===== config.mk =====
export PLATFORM = sky130hd
export DESIGN_NAME = rst_seq_flat
export DESIGN_NICKNAME = d
export VERILOG_FILES = /design/src/rtl/rst_seq_if.sv /design/src/rtl/rst_seq.sv /design/src/flat_wrapper.sv
export SDC_FILE = /design/constraint.sdc
export NUM_CORES = 1
export LEC_CHECK = 0
export CORE_MARGIN = 5
export CORE_UTILIZATION = 55
export DETAILED_ROUTE_END_ITERATION = 12
export GPL_ROUTABILITY_DRIVEN = 0
export GPL_TIMING_DRIVEN = 0
export MAX_ROUTING_LAYER = met4
export PLACE_DENSITY = 0.81
export SYNTH_ARGS = -nofsm -noshare
export SYNTH_HDL_FRONTEND = slang
export SYNTH_SLANG_ARGS = --single-unit

===== constraint.sdc =====
create_clock -name clk_i -period 2.1 [get_ports clk_i]
set_clock_uncertainty 0.05 [all_clocks]
set_input_delay 0.63 -clock clk_i [delete_from_list [all_inputs] [get_ports clk_i]]
set_output_delay 0.63 -clock clk_i [all_outputs]
set_load 0.1 [all_outputs]

===== src/rtl/rst_seq_if.sv =====
// Reset sequencer signal bundle: board button and PLL lock in, staged
// active-low channel resets and done flag out.
// Build option: define RST_SEQ_SWRST_EN to add the sw_rst_req_i request line.
interface rst_seq_if #(
  parameter int NUM_CH = 3
);
  logic              ext_rstn_i;
  logic              pll_locked_i;
  logic [NUM_CH-1:0] rstn_o;
  logic              rst_done_o;
`ifdef RST_SEQ_SWRST_EN
  logic              sw_rst_req_i;
`endif

  // Platform side: drives the reset sources, observes the channel resets.
  modport master (
`ifdef RST_SEQ_SWRST_EN
    output sw_rst_req_i,
`endif
    output ext_rstn_i,
    output pll_locked_i,
    input  rstn_o,
    input  rst_done_o
  );

  // Sequencer side.
  modport slave (
`ifdef RST_SEQ_SWRST_EN
    input  sw_rst_req_i,
`endif
    input  ext_rstn_i,
    input  pll_locked_i,
    output rstn_o,
    output rst_done_o
  );
endinterface


===== src/rtl/rst_seq.sv =====
// Reset sequencer: synchronises and debounces the board reset button and
// PLL lock, then releases NUM_CH active-low resets in ascending order with
// STAGE_DELAY cycles between channels. Any loss of the release condition
// drops every channel at once.
// Build option: define RST_SEQ_SWRST_EN to add a one-cycle software reset
// request (sw_rst_req_i) that is ORed into the hold condition.
//
// state       | meaning
// ------------+-------------------------------------------------------
// S_RESET     | all channels held, waiting for button and lock high
// S_WAIT      | debounce window, release condition must hold throughout
// S_RELEASE   | channels released one by one, STAGE_DELAY apart
// S_RUN       | all channels released, outputs held
module rst_seq #(
  parameter int SYNC_STAGES     = 3,
  parameter int DEBOUNCE_CYCLES = 16,
  parameter int STAGE_DELAY     = 8,
  parameter int NUM_CH          = 3
) (
  input  logic     clk_i,
  input  logic     rst_i,
  rst_seq_if.slave bus
);

  localparam int CNT_MAX = (DEBOUNCE_CYCLES > STAGE_DELAY) ? DEBOUNCE_CYCLES : STAGE_DELAY;
  localparam int CW      = $clog2(CNT_MAX + 1);
  localparam int IW      = (NUM_CH > 1) ? $clog2(NUM_CH) : 1;

  localparam logic [CW-1:0] DB_TC    = CW'(DEBOUNCE_CYCLES - 1);
  localparam logic [CW-1:0] ST_TC    = CW'(STAGE_DELAY - 1);
  localparam logic [IW-1:0] LAST_IDX = IW'(NUM_CH - 1);

  typedef enum logic [1:0] {
    S_RESET,
    S_WAIT,
    S_RELEASE,
    S_RUN
  } state_t;

  state_t               state;
  logic [CW-1:0]        cnt;
  logic [IW-1:0]        idx;
  logic [NUM_CH-1:0]    rstn_q;
  logic                 done_q;
  logic [SYNC_STAGES-1:0] btn_sync;
  logic [SYNC_STAGES-1:0] lock_sync;
  logic                 btn_s;
  logic                 lock_s;
  logic                 hold;

  // Bring the asynchronous button and lock inputs into the clk_i domain.
  always_ff @(posedge clk_i) begin
    if (rst_i) begin
      btn_sync  <= '0;
      lock_sync <= '0;
    end else begin
      btn_sync  <= {btn_sync[SYNC_STAGES-2:0], bus.ext_rstn_i};
      lock_sync <= {lock_sync[SYNC_STAGES-2:0], bus.pll_locked_i};
    end
  end

  assign btn_s  = btn_sync[SYNC_STAGES-1];
  assign lock_s = lock_sync[SYNC_STAGES-1];

`ifdef RST_SEQ_SWRST_EN
  assign hold = ~btn_s | ~lock_s | bus.sw_rst_req_i;
`else
  assign hold = ~btn_s | ~lock_s;
`endif

  // Sequencing FSM; hold overrides everything so a drop never releases a channel.
  always_ff @(posedge clk_i) begin
    if (rst_i || hold) begin
      state  <= S_RESET;
      cnt    <= '0;
      idx    <= '0;
      rstn_q <= '0;
      done_q <= 1'b0;
    end else begin
      case (state)
        S_RESET: begin
          state  <= S_WAIT;
          cnt    <= '0;
          idx    <= '0;
          rstn_q <= '0;
          done_q <= 1'b0;
        end
        S_WAIT: begin
          if (cnt == DB_TC) begin
            state <= S_RELEASE;
            cnt   <= '0;
          end else begin
            cnt <= cnt + 1'b1;
          end
        end
        S_RELEASE: begin
          if (cnt == ST_TC) begin
            cnt    <= '0;
            rstn_q <= rstn_q | (NUM_CH'(1) << idx);
            idx    <= idx + 1'b1;
            if (idx == LAST_IDX) begin
              state  <= S_RUN;
              done_q <= 1'b1;
            end
          end else begin
            cnt <= cnt + 1'b1;
          end
        end
        S_RUN: begin
          state <= S_RUN;
        end
        default: begin
          state <= S_RESET;
        end
      endcase
    end
  end

  assign bus.rstn_o     = rstn_q;
  assign bus.rst_done_o = done_q;

endmodule


===== src/flat_wrapper.sv =====
// flat-port wrapper written by rule: the top's interface ports become plain ports
module rst_seq_flat 
#(
  parameter int SYNC_STAGES     = 3,
  parameter int DEBOUNCE_CYCLES = 16,
  parameter int STAGE_DELAY     = 8,
  parameter int NUM_CH          = 3
)
  (clk_i, rst_i, bus_ext_rstn_i, bus_pll_locked_i, bus_rstn_o, bus_rst_done_o);
  rst_seq_if #(.NUM_CH(NUM_CH)) bus_i ();
  input  logic clk_i;
  input  logic rst_i;
  input wire logic [$bits(bus_i.ext_rstn_i)-1:0] bus_ext_rstn_i;
  input wire logic [$bits(bus_i.pll_locked_i)-1:0] bus_pll_locked_i;
  output wire logic [$bits(bus_i.rstn_o)-1:0] bus_rstn_o;
  output wire logic [$bits(bus_i.rst_done_o)-1:0] bus_rst_done_o;
  assign bus_i.ext_rstn_i = bus_ext_rstn_i;
  assign bus_i.pll_locked_i = bus_pll_locked_i;
  assign bus_rstn_o = bus_i.rstn_o;
  assign bus_rst_done_o = bus_i.rst_done_o;
  rst_seq #(.SYNC_STAGES(SYNC_STAGES), .DEBOUNCE_CYCLES(DEBOUNCE_CYCLES), .STAGE_DELAY(STAGE_DELAY), .NUM_CH(NUM_CH)) u_core (.clk_i(clk_i), .rst_i(rst_i), .bus(bus_i));
endmodule

==> results of run 1 <==
## cell usage in the layout (no fill, tap or decap), types with 2 or more instances in the layout
cell             Yosys  final
clkdlybuf4s15_2      0      4
clkdlybuf4s50_1      0      2
o211ai_1             2      2
inv_1               12     12
a2111oi_1            3      3
buf_4                0      2
nor2b_1             10     10
nor2_1               8      8
mux2_4               2      2
a21oi_1              5      5
nor3b_1              3      3
ha_1                12     12
dfxtp_1             19     19
clkbuf_4             0      3
nand2_1              5      5
nand3_1              5      5
clkbuf_1             2      2
## cells by family after synthesis
logic type,count (synthesis),share of synthesized area
adders and majority gates,12,0.148
and+or+nand+nor,39,0.241
DFF,19,0.376
muxes,3,0.0396
buffers and inverters,15,0.0569
AOI/OAI and AO/OA,18,0.138
## final timing paths
| check | start | end | cells past startpoint | slack, ps |
|---|---|---|---|---|
| worst max-delay path | u_core.cnt[0]$_SDFFE_PP0P_ | u_core.state[0]$_SDFFE_PP0P_ | 7 | 160 |
| worst min register to register | u_core.lock_sync[1]$_SDFF_PP0_ | u_core.lock_sync[2]$_SDFF_PP0_ | 1 | 410 |
| worst max register to register | u_core.cnt[0]$_SDFFE_PP0P_ | u_core.state[0]$_SDFFE_PP0P_ | 7 | 160 |
| worst min-delay path | u_core.lock_sync[1]$_SDFF_PP0_ | u_core.lock_sync[2]$_SDFF_PP0_ | 1 | 410 |
## report_power, final
part	internal, W	leakage (nW)	total (W)	switching [W]
logic	0.00000765	0.256	0.0000112	0.00000352
registers	0.000365	0.154	0.000366	0.000000913
clock network	0.0000710	0.0177	0.000191	0.000120
## final cells by class
| class | instances | area, µm² |
|---|---|---|
| buffer | 3 | 12.5 |
| clock buffer | 3 | 22.5 |
| tap | 25 | 31.3 |
| sequential | 19 | 380 |
| multi-input combinational | 72 | 574 |
| clock inverter | 1 | 5.00 |
| inverter | 12 | 45.0 |
| fill | 152 | 582 |
| timing repair buffer | 9 | 92.6 |
## metal layers
layer / global-route usage / vias up / share of wire
li1: - / 395 / -
met1: 0.187 / 381 / 0.45
met2: 0.254 / 32 / 0.47
met3: 0.0366 / 12 / 0.047
met4: 0.0936 / 0 / 0.032
met5: - / - / 0
## state kept, by name, summed over array words and instances, names as in the netlist
| signal | cells |
|---|---|
| u_core.cnt | 5 |
| u_core.btn_sync | 3 |
| u_core.bus.rstn_o | 3 |
| u_core.lock_sync | 3 |
| u_core.idx | 2 |
| u_core.state | 2 |
| u_core.bus.rst_done_o | 1 |
## what timing repair did
| item | CTS | global route |
|---|---|---|
| cloned | 0 | 0 |
| endpoints found under the setup margin | 4 | 3 |
| resized for setup | 12 | 1 |
| buffers inserted | 0 | 2 |
| endpoints found under the hold margin | 0 | 0 |
## per-stage QoR
stage / power [W] / area [µm²] / instances
final: 0.000568 / 1160 / 144
after global routing: 0.000589 / 1160 / 144
after CTS: 0.000568 / 1150 / 142
after detailed placement: 0.000385 / 1110 / 138
after global placement: 0.000384 / 1110 / 138
after floorplan: 0.000378 / 1010 / 106
==> out/metrics.cfg, run 1 <==
[synthesis]
synth_fp_nets = 122
synth-seq-cells = 19
synth_cells = 106
synth-edff-count = 0
synthFlopType = dfxtp_1
synth.top_cell.area_share = 0.376
yosys.cell_count.top_type = dfxtp_1
async_reset_ff_frac = 0
synth_cell_types = 31
synth_area_leader_cell = dfxtp_1
synth_area_um2 = 1010
yosysSeqAreaShare = 0.376
synthTopCellsByArea = dfxtp_1 38%, ha_1 15%, nor2b_1 6.2%, inv_1 4.4%, a2111oi_1 3.0%
avgSynthCellArea_um2 = 9.55
ys_warn_count = 0
synth_common_cells = 19 x dfxtp_1, 12 x ha_1, 12 x inv_1

[routing]
wl_per_cell_um = 13.3
drc = 0
finalWirelength_um = 1920
first_pass_iters = 4
initialDrtViolationCount = 13
via_per_inst = 5.69
drtAntennaViolNets = 0
vias = 820

[placed_design]
port-buffer-count = 7
place_hpwl_um = 1370
dp_slack_ps = -254

[floorplanning]
io_pins = 8
die_area_um2 = 2800
core-area_um2 = 1750
chipWidth_um = 52.9
start_util = 0.580
die_y_um = 52.9
std_cell_rows = 15

[clock_network]
cts_tree = yes
cts_buffers = 3
cts_buffer_depth = 2
clk_latency_ps = 300
h-tree-depth = 1
clkTransAtPathRegs_ps = 110
hold_buffers = 0
root_buffer = clkbuf_4
cts_sinks = 19

[sta]
hold_viol = 0
tightest_slew_ps = 547
report.final.slew_viol_count = 0
rsz0062_at_grt = false
worst_slack_ps = 164
setup_viol = 0
relSlewSlack = 0.637
fmax_mhz = 517
tns_ps = 0
whs_ps = 405
post-route-min-period_ps = 1940
period_share = 0.922

[critical_path]
required_ps = 2250
slowest_stage = dfxtp_1
cp-end-kind = register
worstPathArrival_ps = 2090
path_class = register to register
cpMostUsedCell = ha_1
critPathBufInv = 1
timing.critical_path.from_type = register
worst_path_dominant_cell_family = adder cells
crit_path_max_incr_delay_ps = 350
cp_cell_sequence = ha_1 > nand3_1 > inv_1 > ha_1 > nor2b_1 > a211o_1 > mux2_4
crit_fanout = 5

[global_routing]
grt_pass1_wl_um = 3240
first_global_vias = 788
grt_max_degree = 12
grt_overflow = 0
antenna_found_initial = 0
track_usage = 0.161

[pwr]
cellPowerDensity_nw_per_um2 = 488
peakVddDrop_mv = 0.314
power_leakage_nw = 0.428

[cells_and_area]
utilization = 0.667
layout.nets = 136
layout-drive-gt1-share = 0.134
insertedDiodeCount = 0
syn2layout_area_growth_pct = 15.0

[job]
max_cap_viol_count = 0

[outcome]
status = finished clean

[hold_path]
min_path_type = register to register

Power figures use the tool's default switching activity.
==> inputs of run 2 (changes only) <==
--- a/config.mk
+++ b/config.mk
@@ -7,6 +7,7 @@
 export LEC_CHECK = 0
 export CORE_MARGIN = 5
 export CORE_UTILIZATION = 55
+export CTS_BUF_LIST = sky130_fd_sc_hd__clkbuf_8
 export DETAILED_ROUTE_END_ITERATION = 12
 export GPL_ROUTABILITY_DRIVEN = 0
 export GPL_TIMING_DRIVEN = 0
==> run 2 against run 1 <==
Non-clock buffer count is the same. Register-to-register slack is essentially flat. Count of clock-buffer cells in the layout is the same. Critical path depth is the same. First-iteration DRC count grew 46%.
==> out/metrics.cfg, run 2 (same netlist as run 1, synthesis figures left out) <==
[clock_network]
clkTransAtPathRegs_ps = 70  ; -40 ps
cts_sinks = 19  ; unchanged
cts_tree = yes
clk_latency_ps = 250  ; -50 ps
root_buffer = clkbuf_8
hold_buffers = 0  ; unchanged
h-tree-depth = 1  ; unchanged
cts_buffer_depth = 2  ; unchanged
cts_buffers = 3  ; unchanged

[pwr]
power_switching_w = 0.000125  ; +0.57%
seqPwrFrac = 0.581  ; -0.063
p_sw_frac = 0.199  ; -0.0203
power_leakage_nw = 0.435  ; +1.8%
intPower_w = 0.000504  ; +14%
p_comb_frac = 0.018  ; -0.002
cellPowerDensity_nw_per_um2 = 533  ; +9.1%
peakVddDrop_mv = 0.360  ; +15%
pwr-share-clk = 0.402  ; +0.065

[global_routing]
first_global_vias = 767  ; -2.7%
grt_overflow = 0  ; unchanged
grt_max_degree = 12  ; unchanged
grt_pass1_wl_um = 3190  ; -1.5%
track_usage = 0.160  ; -0.00121
antenna_found_initial = 0  ; unchanged

[floorplanning]
io_pins = 8  ; unchanged
chipWidth_um = 52.9  ; unchanged
start_util = 0.580  ; unchanged
std_cell_rows = 15  ; unchanged
core-area_um2 = 1750  ; unchanged
die_area_um2 = 2800  ; unchanged
die_y_um = 52.9  ; unchanged

[critical_path]
required_ps = 2200  ; -50 ps
path_class = register to register
timing.critical_path.from_type = register
worstPathArrival_ps = 2030  ; -60 ps
cp-end-kind = register
crit_fanout = 5  ; unchanged

[routing]
drtAntennaViolNets = 0  ; unchanged
finalWirelength_um = 1860  ; -3.0%
vias = 807  ; -1.6%
via_per_inst = 5.60  ; -1.6%
wl_per_cell_um = 12.9  ; -3.0%
initialDrtViolationCount = 19  ; +6
first_pass_iters = 5  ; +1
drc = 0  ; unchanged

[sta]
relSlewSlack = 0.637  ; about the same
rsz0062_at_grt = false
post-route-min-period_ps = 1930  ; -4.56 ps
hold_viol = 0  ; unchanged
setup_viol = 0  ; unchanged
tightest_slew_ps = 547  ; +0.000894 ps
report.final.slew_viol_count = 0  ; unchanged
fmax_mhz = 518  ; +0.24%
period_share = 0.920  ; -0.00217
worst_slack_ps = 169  ; +4.56 ps

[outcome]
status = finished clean

[placed_design]
postPlaceCellArea_um2 = 1110  ; unchanged
port-buffer-count = 7  ; unchanged
dp_slack_ps = -254  ; unchanged
place_hpwl_um = 1370  ; unchanged

[cells_and_area]
regMostFlops = u_core.cnt
layout.nets = 136  ; unchanged
final_cell_mix = 19 x dfxtp_1, 12 x inv_1, 12 x ha_1
layout-drive-gt1-share = 0.134  ; unchanged
syn2layout_area_growth_pct = 16.8
final_common_cell = dfxtp_1
insertedDiodeCount = 0  ; unchanged
fill_cells = 146  ; -3.9%
final_area_um2 = 1180  ; +1.6%
largest_reg_flops = 5  ; unchanged

[hold_path]
min_path_type = register to register

[job]
max_cap_viol_count = 0  ; unchanged

-- run 2: power by group through the flow --
stage	registers, W	logic (W)	clock network [W]
after floorplan	0.000374	0.00000398	0
after global placement	0.000374	0.0000107	0
after detailed placement	0.000374	0.0000113	0
after CTS	0.000366	0.0000114	0.000260
after global routing	0.000366	0.0000124	0.000279
final	0.000366	0.0000111	0.000253
-- run 2: path summary, 6_finish.rpt --
path | start | endpoint | slack (ps) | cells past startpoint
max | u_core.cnt[0]$_SDFFE_PP0P_ | u_core.state[0]$_SDFFE_PP0P_ | 170 | 7
min | u_core.lock_sync[0]$_SDFF_PP0_ | u_core.lock_sync[1]$_SDFF_PP0_ | 390 | 1
max reg2reg | u_core.cnt[0]$_SDFFE_PP0P_ | u_core.state[0]$_SDFFE_PP0P_ | 170 | 7
min reg2reg | u_core.lock_sync[0]$_SDFF_PP0_ | u_core.lock_sync[1]$_SDFF_PP0_ | 390 | 1
-- run 2: repair_timing --
item / in CTS / in global routing
setup buffers: 0 / 2
setup endpoints to repair: 4 / 4
gates resized for setup: 12 / 1
-- run 2: critical path: stages, from the launching register on --
cell     delay (ps)
dfxtp_1         340
ha_1            290
nand3_1         140
inv_1            50
ha_1            180
nor2b_1         260
a211o_1         210
mux2_4          310
-- run 2: stage by stage --
stage | setup TNS (ps) | hold WS, ps | std cells | util | power [W]
final | 0 | 394 | 144 | 0.677 | 0.000630
after global routing | 0 | 412 | 144 | 0.677 | 0.000658
after CTS | 0 | 399 | 142 | 0.667 | 0.000636
after detailed placement | -1870 | 382 | 138 | 0.638 | 0.000385
after global placement | -1590 | 367 | 138 | 0.638 | 0.000384
after floorplan | 0 | 364 | 106 | - | 0.000378
-- run 2: final cells by class --
type	instances	area, µm²	area share
multi-input cells	72	574	0.486
flip-flops and latches	19	380	0.322
repair buffers	9	92.6	0.0783
inverters	12	45.0	0.0381
clock buffers	3	41.3	0.0349
well taps	25	31.3	0.0265
plain buffers	3	12.5	0.0106
clock inverters	1	5.00	0.00423
-- run 2: routing by layer --
layer  track usage  share of wire
met1         0.189           0.44
met2         0.246           0.49
met3        0.0338          0.046
met4         0.102          0.029
met5             -              0
==> inputs of run 3 (changes only) <==
--- a/config.mk
+++ b/config.mk
@@ -12,7 +12,7 @@
 export GPL_ROUTABILITY_DRIVEN = 0
 export GPL_TIMING_DRIVEN = 0
 export MAX_ROUTING_LAYER = met4
-export PLACE_DENSITY = 0.81
+export PLACE_DENSITY = 0.82
 export SYNTH_ARGS = -nofsm -noshare
 export SYNTH_HDL_FRONTEND = slang
 export SYNTH_SLANG_ARGS = --single-unit
==> run 3 against run 2 <==
Core utilization up 0.072 points. Sequential cell count unchanged. Clock power about the same. Worst setup slack worse by 37 ps. Critical path depth stayed put. Final area is 0.11% higher. Combinational power barely moved. Worst hold slack got worse by 6.6 ps. Sequential share of layout area is essentially flat. Count of clock-buffer cells in the layout did not move. Critical endpoint unchanged. Via count down 5.6%. First-iteration DRC count grew 63%.
==> out/metrics.cfg, run 3 (same netlist as run 1, synthesis figures left out) <==
[outcome]
status = finished clean

[clock_network]
cts_buffers = 3  ; unchanged
clkTransAtPathRegs_ps = 70  ; about the same
cts_sinks = 19  ; unchanged
cts_buffer_depth = 2  ; unchanged
hold_buffers = 0  ; unchanged
clk_latency_ps = 250  ; about the same
h-tree-depth = 1  ; unchanged
root_buffer = clkbuf_8
cts_tree = yes

[sta]
report.final.slew_viol_count = 0  ; unchanged
post-route-min-period_ps = 1970  ; +37.3 ps
setup_viol = 0  ; unchanged
tightest_slew_ps = 544  ; -2.86 ps
relSlewSlack = 0.639  ; +0.00189
hold_viol = 0  ; unchanged
rsz0062_at_grt = false
period_share = 0.937  ; +0.0178
fmax_mhz = 508  ; -1.9%

[routing]
wl_per_cell_um = 12.2  ; -5.6%
initialDrtViolationCount = 31  ; +12
drc = 0  ; unchanged
via_per_inst = 5.29  ; -5.6%
first_pass_iters = 4  ; -1
finalWirelength_um = 1760  ; -5.6%
vias = 762  ; -5.6%
drtAntennaViolNets = 0  ; unchanged

[floorplanning]
die_area_um2 = 2800  ; unchanged
core-area_um2 = 1750  ; unchanged
start_util = 0.580  ; unchanged
die_y_um = 52.9  ; unchanged
std_cell_rows = 15  ; unchanged
io_pins = 8  ; unchanged
chipWidth_um = 52.9  ; unchanged

[pwr]
cellPowerDensity_nw_per_um2 = 531  ; -0.26%
power_leakage_nw = 0.438  ; +0.57%
peakVddDrop_mv = 0.322  ; -11%

[critical_path]
reg2reg_depth = 7  ; unchanged
startpoint = u_core.cnt[0]$_SDFFE_PP0P_
cp-end-kind = register
reg2reg_slack_ps = 130  ; -40 ps
crit_fanout = 5  ; unchanged
timing.critical_path.from_type = register
crit_end = u_core.state[0]$_SDFFE_PP0P_
reg2reg_to = u_core.state[0]$_SDFFE_PP0P_
worstPathArrival_ps = 2060  ; +30 ps
path_class = register to register
r2r-start = u_core.cnt[0]$_SDFFE_PP0P_
required_ps = 2200  ; about the same

[cells_and_area]
final_common_cell = dfxtp_1
largest_reg_flops = 5  ; unchanged
regMostFlops = u_core.cnt
multi_input_area_um2 = 574  ; unchanged
final_cell_mix = 19 x dfxtp_1, 12 x inv_1, 12 x ha_1
insertedDiodeCount = 0  ; unchanged
final_area_um2 = 1180  ; +0.11%
stdcell_count = 144  ; unchanged
seqCellArea_um2 = 380  ; unchanged
syn2layout_area_growth_pct = 16.9
fill_cells = 139  ; -4.8%
layout.nets = 136  ; unchanged
layout-drive-gt1-share = 0.143  ; +0.00840

[placed_design]
port-buffer-count = 7  ; unchanged
place_hpwl_um = 1280  ; -5.9%
place_inst = 138  ; unchanged
postPlaceCellArea_um2 = 1110  ; unchanged

[global_routing]
first_global_vias = 693  ; -9.6%
track_usage = 0.153  ; -0.00715
grt_overflow = 0  ; unchanged
antenna_found_initial = 0  ; unchanged
grt_max_degree = 12  ; unchanged
grt_pass1_wl_um = 3040  ; -4.7%

[job]
max_cap_viol_count = 0  ; unchanged

[hold_path]
min_path_type = register to register

[run 3: routing by layer]
metal,GRT usage,share of wire
met1,0.198,0.49
met3,0.0338,0.044
met2,0.221,0.44
met5,-,0
met4,0.0809,0.025
[run 3: timing repair]
action | 4_1_cts | 5_1_grt
endpoints found under the setup margin | 5 | 3
gates resized for setup | 13 | 1
endpoints found under the hold margin | 0 | 0
pin swaps | 0 | 0
buffers inserted | 0 | 2
[run 3: final cells by class]
cell class / count / area share
repair buffers: 9 / 0.0782
plain buffers: 3 / 0.0116
clock inverters: 1 / 0.00423
clock buffers: 3 / 0.0349
multi-input cells: 72 / 0.485
flip-flops and latches: 19 / 0.321
inverters: 12 / 0.0381
well taps: 25 / 0.0264
[run 3: per-stage QoR]
stage / setup slack (ps) / setup TNS [ps] / hold WS, ps / util / power (W)
after floorplan: 387 / 0 / 364 / - / 0.000378
after global placement: -228 / -1610 / 367 / 0.638 / 0.000384
after detailed placement: -280 / -2040 / 372 / 0.638 / 0.000385
after CTS: 31.0 / 0 / 388 / 0.668 / 0.000634
after global routing: 42.0 / 0 / 405 / 0.678 / 0.000656
final: 132 / 0 / 387 / 0.678 / 0.000629
[run 3: worst min-delay path by stage]
stage / slack, ps / to / from / depth (start not counted)
after floorplan: 360 / u_core.btn_sync[1]$_SDFF_PP0_ / u_core.btn_sync[0]$_SDFF_PP0_ / 1
after global placement: 370 / u_core.btn_sync[1]$_SDFF_PP0_ / u_core.btn_sync[0]$_SDFF_PP0_ / 1
after detailed placement: 370 / u_core.btn_sync[2]$_SDFF_PP0_ / u_core.btn_sync[1]$_SDFF_PP0_ / 1
after CTS: 390 / u_core.btn_sync[2]$_SDFF_PP0_ / u_core.btn_sync[1]$_SDFF_PP0_ / 1
after global routing: 410 / u_core.btn_sync[2]$_SDFF_PP0_ / u_core.btn_sync[1]$_SDFF_PP0_ / 1
final: 390 / u_core.btn_sync[2]$_SDFF_PP0_ / u_core.btn_sync[1]$_SDFF_PP0_ / 1
[run 3: report_power, final]
group / switching [W] / leakage [nW] / internal [W] / total, W
registers: 0.000000775 / 0.154 / 0.000365 / 0.000365
logic: 0.00000345 / 0.258 / 0.00000765 / 0.0000111
clock network: 0.000120 / 0.0255 / 0.000132 / 0.000252
[run 3: worst max-delay path, cell delays in order, from the launching register on]
cell and delay [ps]:
dfxtp_1 330, ha_1 290, nand3_1 140, inv_1 50, ha_1 170, nor2b_1 300, a211o_1 220, mux2_4 310
